===== src/rtl/lc2k_control.sv =====
// Multicycle LC2K sequencer: fetches over a req/ready memory port, decodes, owns
// the 8x32 register file and PC, and drives a combinational ALU in the EXEC state.
module lc2k_control #(
  parameter int unsigned            ADDR_WIDTH = 16,
  parameter logic [ADDR_WIDTH-1:0] RESET_PC   = '0
) (
  input  logic                  clk,
  input  logic                  rst_n,
  output logic                  memReq,
  output logic                  memWrite,
  output logic [ADDR_WIDTH-1:0] memAddr,
  output logic [31:0]           memWData,
  input  logic [31:0]           memRData,
  input  logic                  memReady,
  output logic [31:0]           aluValA,
  output logic [31:0]           aluValB,
  output logic [1:0]            CONTROL_OPERATION,
  input  logic [31:0]           aluResult,
  input  logic                  CONTROL_BEQ,
  output logic [ADDR_WIDTH-1:0] pc,
  output logic                  halted,
  output logic [31:0]           instrCount
);

  typedef enum logic [2:0] {
    StFetch, StDecode, StExec, StMem, StWb, StRetire, StHalt
  } state_e;

  localparam logic [2:0] OpAdd  = 3'd0;
  localparam logic [2:0] OpNor  = 3'd1;
  localparam logic [2:0] OpLw   = 3'd2;
  localparam logic [2:0] OpSw   = 3'd3;
  localparam logic [2:0] OpBeq  = 3'd4;
  localparam logic [2:0] OpJalr = 3'd5;
  localparam logic [2:0] OpHalt = 3'd6;

  localparam logic [1:0] AluAdd = 2'd0;
  localparam logic [1:0] AluNor = 2'd1;
  localparam logic [1:0] AluEq  = 2'd2;

  state_e                  state_q, state_d;
  logic [ADDR_WIDTH-1:0]   pc_q, pc_d;
  logic [31:0]             ir_q, ir_d;
  logic [31:0]             ra_q, ra_d;
  logic [31:0]             rb_q, rb_d;
  logic [31:0]             alu_res_q, alu_res_d;
  logic [31:0]             mdr_q, mdr_d;
  logic                    pc_done_q, pc_done_d;
  logic [31:0]             cnt_q, cnt_d;
  logic                    mem_req_q, mem_req_d;
  logic                    mem_write_q, mem_write_d;
  logic [ADDR_WIDTH-1:0]   mem_addr_q, mem_addr_d;
  logic [31:0]             mem_wdata_q, mem_wdata_d;
  logic [31:0]             alu_a_q, alu_a_d;
  logic [31:0]             alu_b_q, alu_b_d;
  logic [1:0]              alu_op_q, alu_op_d;
  logic [31:0]             regs_q [8];

  logic                    rf_we;
  logic [2:0]              rf_waddr;
  logic [31:0]             rf_wdata;

  logic [2:0]              opcode;
  logic [2:0]              reg_a;
  logic [2:0]              reg_b;
  logic [31:0]             sext_off;
  logic [ADDR_WIDTH-1:0]   off_a;
  logic [ADDR_WIDTH-1:0]   pc_inc;
  logic                    unused_bits;

  assign opcode   = ir_q[24:22];
  assign reg_a    = ir_q[21:19];
  assign reg_b    = ir_q[18:16];
  assign sext_off = {{16{ir_q[15]}}, ir_q[15:0]};
  assign off_a    = sext_off[ADDR_WIDTH-1:0];
  assign pc_inc   = pc_q + ADDR_WIDTH'(1);

  // Upper instruction bits are don't-care; only the low rA bits feed the jalr target.
  assign unused_bits = ^{ir_q[31:25], ra_q};

  assign memReq            = mem_req_q;
  assign memWrite          = mem_write_q;
  assign memAddr           = mem_addr_q;
  assign memWData          = mem_wdata_q;
  assign aluValA           = alu_a_q;
  assign aluValB           = alu_b_q;
  assign CONTROL_OPERATION = alu_op_q;
  assign pc                = pc_q;
  assign halted            = (state_q == StHalt);
  assign instrCount        = cnt_q;

  // State, datapath registers and register file; all outputs are registered.
  always_ff @(posedge clk) begin
    if (!rst_n) begin
      state_q     <= StFetch;
      pc_q        <= RESET_PC;
      ir_q        <= '0;
      ra_q        <= '0;
      rb_q        <= '0;
      alu_res_q   <= '0;
      mdr_q       <= '0;
      pc_done_q   <= 1'b0;
      cnt_q       <= '0;
      mem_req_q   <= 1'b0;
      mem_write_q <= 1'b0;
      mem_addr_q  <= RESET_PC;
      mem_wdata_q <= '0;
      alu_a_q     <= '0;
      alu_b_q     <= '0;
      alu_op_q    <= AluAdd;
      for (int i = 0; i < 8; i++) regs_q[i] <= '0;
    end else begin
      state_q     <= state_d;
      pc_q        <= pc_d;
      ir_q        <= ir_d;
      ra_q        <= ra_d;
      rb_q        <= rb_d;
      alu_res_q   <= alu_res_d;
      mdr_q       <= mdr_d;
      pc_done_q   <= pc_done_d;
      cnt_q       <= cnt_d;
      mem_req_q   <= mem_req_d;
      mem_write_q <= mem_write_d;
      mem_addr_q  <= mem_addr_d;
      mem_wdata_q <= mem_wdata_d;
      alu_a_q     <= alu_a_d;
      alu_b_q     <= alu_b_d;
      alu_op_q    <= alu_op_d;
      if (rf_we) regs_q[rf_waddr] <= rf_wdata;
    end
  end

  // Next-state logic; memory and ALU outputs are set up for the state being entered.
  always_comb begin
    state_d     = state_q;
    pc_d        = pc_q;
    ir_d        = ir_q;
    ra_d        = ra_q;
    rb_d        = rb_q;
    alu_res_d   = alu_res_q;
    mdr_d       = mdr_q;
    pc_done_d   = pc_done_q;
    cnt_d       = cnt_q;
    mem_req_d   = mem_req_q;
    mem_write_d = mem_write_q;
    mem_addr_d  = mem_addr_q;
    mem_wdata_d = mem_wdata_q;
    alu_a_d     = alu_a_q;
    alu_b_d     = alu_b_q;
    alu_op_d    = alu_op_q;
    rf_we       = 1'b0;
    rf_waddr    = ir_q[2:0];
    rf_wdata    = alu_res_q;

    case (state_q)
      StFetch: begin
        // Right after reset the request is not yet up; raise it before accepting ready.
        if (mem_req_q && memReady) begin
          ir_d      = memRData;
          mem_req_d = 1'b0;
          state_d   = StDecode;
        end else begin
          mem_req_d   = 1'b1;
          mem_write_d = 1'b0;
          mem_addr_d  = pc_q;
        end
      end
      StDecode: begin
        ra_d      = regs_q[reg_a];
        rb_d      = regs_q[reg_b];
        pc_done_d = 1'b0;
        alu_a_d   = regs_q[reg_a];
        alu_b_d   = regs_q[reg_b];
        case (opcode)
          OpAdd: begin alu_op_d = AluAdd; state_d = StExec; end
          OpNor: begin alu_op_d = AluNor; state_d = StExec; end
          OpLw, OpSw: begin
            alu_b_d  = sext_off;
            alu_op_d = AluAdd;
            state_d  = StExec;
          end
          OpBeq: begin alu_op_d = AluEq; state_d = StExec; end
          OpJalr: state_d = StWb;
          OpHalt: begin
            cnt_d   = cnt_q + 32'd1;
            state_d = StHalt;
          end
          default: state_d = StRetire;
        endcase
      end
      StExec: begin
        alu_res_d = aluResult;
        case (opcode)
          OpLw, OpSw: begin
            mem_req_d   = 1'b1;
            mem_addr_d  = aluResult[ADDR_WIDTH-1:0];
            mem_write_d = (opcode == OpSw);
            mem_wdata_d = rb_q;
            state_d     = StMem;
          end
          OpBeq: begin
            pc_d      = CONTROL_BEQ ? (pc_inc + off_a) : pc_inc;
            pc_done_d = 1'b1;
            state_d   = StRetire;
          end
          default: state_d = StWb;
        endcase
      end
      StMem: begin
        if (memReady) begin
          mem_req_d   = 1'b0;
          mem_write_d = 1'b0;
          mdr_d       = memRData;
          state_d     = (opcode == OpLw) ? StWb : StRetire;
        end
      end
      StWb: begin
        rf_we = 1'b1;
        case (opcode)
          OpLw: begin
            rf_waddr = reg_b;
            rf_wdata = mdr_q;
          end
          OpJalr: begin
            // ra_q was captured before this write, so regA==regB jumps to the old value.
            rf_waddr  = reg_b;
            rf_wdata  = 32'(pc_inc);
            pc_d      = ra_q[ADDR_WIDTH-1:0];
            pc_done_d = 1'b1;
          end
          default: begin
            rf_waddr = ir_q[2:0];
            rf_wdata = alu_res_q;
          end
        endcase
        state_d = StRetire;
      end
      StRetire: begin
        if (!pc_done_q) pc_d = pc_inc;
        cnt_d       = cnt_q + 32'd1;
        mem_req_d   = 1'b1;
        mem_write_d = 1'b0;
        mem_addr_d  = pc_d;
        state_d     = StFetch;
      end
      StHalt: state_d = StHalt;
      default: state_d = StFetch;
    endcase
  end

endmodule


===== config.mk =====
export PLATFORM = sky130hd
export DESIGN_NAME = lc2k_control
export DESIGN_NICKNAME = d
export VERILOG_FILES = /design/src/rtl/lc2k_control.sv
export SDC_FILE = /design/constraint.sdc
export NUM_CORES = 1
export LEC_CHECK = 0
export CAP_MARGIN = 20
export CELL_PAD_IN_SITES_DETAIL_PLACEMENT = 1
export CELL_PAD_IN_SITES_GLOBAL_PLACEMENT = 1
export CORE_ASPECT_RATIO = 0.9
export CORE_MARGIN = 2
export CORE_UTILIZATION = 30
export CTS_BUF_LIST = sky130_fd_sc_hd__clkbuf_4 sky130_fd_sc_hd__clkbuf_8
export DETAILED_ROUTE_END_ITERATION = 8
export PLACE_DENSITY_LB_ADDON = 0.3
export SLEW_MARGIN = 20
export SYNTH_ARGS = -nofsm -noshare
export SYNTH_HDL_FRONTEND = slang
export SYNTH_SLANG_ARGS = --single-unit

===== constraint.sdc =====
create_clock -name clk -period 9.5 [get_ports clk]
set_input_delay 1.9 -clock clk [delete_from_list [all_inputs] [get_ports clk]]
set_output_delay 1.9 -clock clk [all_outputs]
set_load 0.005 [all_outputs]

Word level (Yosys, flattened, before mapping)
Memory sizes are Yosys's and may differ from the RTL's. A register that Yosys moved wholly into a read port is not among the register bits. Cells that the tools add are included.

Register bits after elaboration: 257. RAM bits: 256. Bits of input ports: 68. Output and inout bits: 165. Word-level logic and storage cells: 105. Memories kept: 1.

Add/sub/neg operators: 3. Eq/ne operators: 19. Mux-type cells: 42. Reduce and logical (&&, ||, !) cells: 26.

Memories: regs_q (words 8, width 32, read ports 2, clocked after Yosys merged registers in 2, wr ports 8, RTL line 57) `logic [31:0] regs_q [8];`.

Operators with widths (number): $mux 32 (4); $pmux 32 s2 (2); $mux 16 (6); $pmux 16 s3 (2); $add 32x1->32 const B (1); $reduce_or 32->1 (1); $mux 3 (7); $eq 3x3->1 const B (6); $pmux 3 s6 (1); $add 16x1->16 const B (1); $add 16x16->16 (1); $mux 1 (14); $ne 2x2->1 const B (7); $eq 3x2->1 const B (4); $reduce_and 2->1 (6); $reduce_and 3->1 (4); $reduce_bool 3->1 (4); $pmux 3 s3 (1); $pmux 1 s4 (2); $eq 3x1->1 const B (2); $logic_not 3->1 (2); $pmux 2 s3 (1); $pmux 3 s2 (1); $reduce_or 5->1 (1); 8 further kinds (9).

Logic depth before layout (Yosys ltp)
Word-level depth: 7. Mapped depth: 14. Depth with buffers taken out: 13.

Worst setup path before layout
No wires, ideal clock.

Path type: input -> register. From: in rst_n. To: mem regs_q[0][0] (enable). Setup time: 0.479 ns. Arrival: 3.316 ns. Data required time: 9.021 ns. Setup slack: 5.706 ns. Cell stages on the path: 4. Buffers on the path: 3. Path through: clkbuf_1 -> clkbuf_1 -> clkbuf_1 -> nand2_1.

RTL lines: start: declaration (RTL line 8) `input logic rst_n,`; end: declaration (RTL line 57).

Worst setup path in the final report
From: reg state_q[2]. To: out halted.

Cells in the longest elaborated chain, start to end: 1.

RTL lines: start: declaration (RTL line 41) `state_e state_q, state_d;`; start signal: assignment (RTL line 95) `state_q <= StFetch;`; start signal: assignment (RTL line 113) `state_q <= state_d;`; $eq 3x3->1 (RTL line 89) `assign halted = (state_q == StHalt);`; end: declaration (RTL line 21) `output logic halted,`.

No other way between the ends.

==> metrics.cfg <==
[timing]
finalSetupTns_ns=0
grt_setup_unrepaired=no
tightestPinTransition_ns=1.096
fin_worst_skew_ns=0.07561
finalHoldViolations=0
min_period_ns=4.724
setup_viol=0
relSlewSlack=0.2671
whs_ns=0.4608
finalCritPeriodShare=0.4972
fmax_mhz=211.7
fin_ws_ns=4.776
slew_viol_final=0

[synth]
synth.largest_area_cell=edfxtp_1
avgSynthCellArea_sq_um=10.77
yosysSeqAreaShare=0.5164
netlist.area_leader.share=0.2933
syn_nets=2523
async_flop_share=0
synth_area_leaders=edfxtp_1, dfxtp_1, mux4_2, nor2_1, nand2_1
synth_ff_type=dfxtp_1
syn_inst=2434
yosysUniqueCellTypes=72
syn_area_sq_mm=0.02621
synth_edf_count=256
ys_warn_count=0
ys_ff_latch=548

[run_status]
status=completed

[routing]
wl_per_cell_microns=24.01
drt_iter0_drc=1640
vias=20416
drcViolationCount=0
viasPerCell=5.300
antenna_left=0
drt-total-wl_mm=92.48
first_pass_iters=7

[die]
coreArea_sq_mm=0.08627
start_util=0.3038
ioPinCount=233
dieArea_sq_mm=0.08974
die_width_microns=315.5
rows=102
die_h_microns=284.4

[grt]
grt_overflow=0
grt_pass1_vias=21235
grt_usage=0.2029
antenna_found_initial=5
grt_max_degree=87
grt_pass1_wl_mm=137.9

[place]
dp_hpwl_mm=63.43
numPortBuffers=232
dp_slack_ns=4.139
place_congestion=0.8888
place_area_sq_mm=0.02957

[clock_tree]
worstSkewPairLatency_ns=0.78
cts_resized=0
clkSinkCount=548
cts_tree=built
cts_max_path_buffers=3
cts_hold_buf=0
cts-root-buf=clkbuf_8
post_cts_buffers=0
clk_pin_slew_ns=0.06
cts_max_level=3
cts_made_buffers=98

[finish]
nNetsFinal=2711
area_delta_synth_final_pct=21.17
layout_common_cells=nor2_1, nand2_1, dfxtp_1
final_common_cell=nor2_1
fill_cells=9538
fin_area_sq_mm=0.03175
drive_above_1_share=0.1426

[power_and_ir_drop]
peakVddDrop_mv=0.1054
powerDensity_mw_per_mm2=225.1
leakage_nw=10.96

[hold_path]
min_path_type=flop to flop
hold_depth=2

[setup_path]
startpoint_type=flop
path_class=flop to primary output
critPathArrivalTime_ns=2.82
crit_fanout=10
crit_path_end_kind=primary output
r2r_cells=13
required_ns=7.60

[run]
cap_violations=0

metrics by stage:
stage / cells / util / power [mW]
finish: 3852 / 0.3681 / 7.148
global route: 3852 / 0.3681 / 7.491
CTS: 3846 / 0.3671 / 7.218
detailed placement: 3662 / 0.3428 / 4.813
global placement: 3661 / 0.3427 / 4.762
floorplan: 2434 / - / 3.989
registers in the layout, summed over array words and instances (netlist names), named ones only:
name	count
CONTROL_OPERATION	2
aluValA	32
aluValB	32
alu_res_q	32
instrCount	32
ir_q	25
mdr_q	32
memAddr	16
memReq	1
memWData	32
memWrite	1
pc	16
pc_done_q	1
rb_q	32
regs_q	256
state_q	3
cell usage after synthesis (8+ instances only):
master,count
edfxtp_1,256
nor2_1,377
mux2i_1,71
o211a_1,61
nand3_1,34
inv_1,14
a22o_1,8
dfxtp_1,292
nor3_1,21
o21ai_0,53
buf_1,13
nor2b_1,42
nand4_1,9
clkbuf_1,130
ha_1,20
nand2_1,362
a22oi_1,19
and2_1,15
o211ai_1,9
nand2b_1,10
buf_2,48
xor2_1,23
a21boi_0,126
and3_1,16
a211oi_1,52
a31oi_1,10
mux4_2,128
a21oi_1,82
xnor2_1,39
layer usage:
layer,wire (microns),track usage
met1,41460,0.2785
met2,43480,0.3264
met3,4905,0.03232
met4,2631,0.06517
met5,0,0
path summary, 6_finish.rpt:
| check | start | to | slack [ns] |
|---|---|---|---|
| worst max register to register | pc[0]$_SDFFE_PN0P_ | pc[15]$_SDFFE_PN0P_ | 4.79 |
| worst max-delay path | state_q[2]$_SDFFE_PN0P_ | halted | 4.78 |
| worst min register to register | rb_q[20]$_SDFFE_PN0P_ | memWData[20]$_SDFFE_PN0P_ | 0.46 |
| worst min-delay path | rb_q[20]$_SDFFE_PN0P_ | memWData[20]$_SDFFE_PN0P_ | 0.46 |
area by class of cell:
class | count | area (sq um) | area share
Sequential cell | 548 | 13550 | 0.4266
Timing Repair Buffer | 280 | 2729 | 0.08594
Clock inverter | 48 | 385.4 | 0.01214
Tap cell | 1144 | 1431 | 0.04508
Multi-Input combinational cell | 1678 | 11890 | 0.3744
Inverter | 16 | 60.06 | 0.001891
Clock buffer | 136 | 1709 | 0.05382
Antenna cell | 2 | 5.005 | 0.0001576
power by group:
| part | internal (mW) | leakage (nW) | total [mW] | switching (mW) |
|---|---|---|---|---|
| registers | 2.73 | 5.02 | 2.99 | 0.262 |
| clock network | 1.29 | 1.12 | 2.40 | 1.10 |
| logic | 0.734 | 4.82 | 1.76 | 1.03 |
| total | 4.75 | 11.0 | 7.15 | 2.39 |
worst max-delay path, stage by stage (launching register included):
cell	delay [ns]
dfxtp_1	0.60
clkinv_1	0.45
nor3b_1	0.47
clkdlybuf4s50_1	0.60
cells by family (layout without fill, tap and decap cells):
logic type | count (synthesis) | in the layout | share of synthesized area
xor gates and xnor gates | 62 | 62 | 0.02072
buffers and inverters | 208 | 480 | 0.03223
DFF | 548 | 548 | 0.5164
other | 0 | 2 | 0
adders and majority gates | 21 | 21 | 0.01031
muxes | 200 | 200 | 0.1376
and+or+nand+nor | 924 | 924 | 0.1499
AOI/OAI and AO/OA | 471 | 471 | 0.1329
Note: power is estimated with default switching activity, not from simulation.
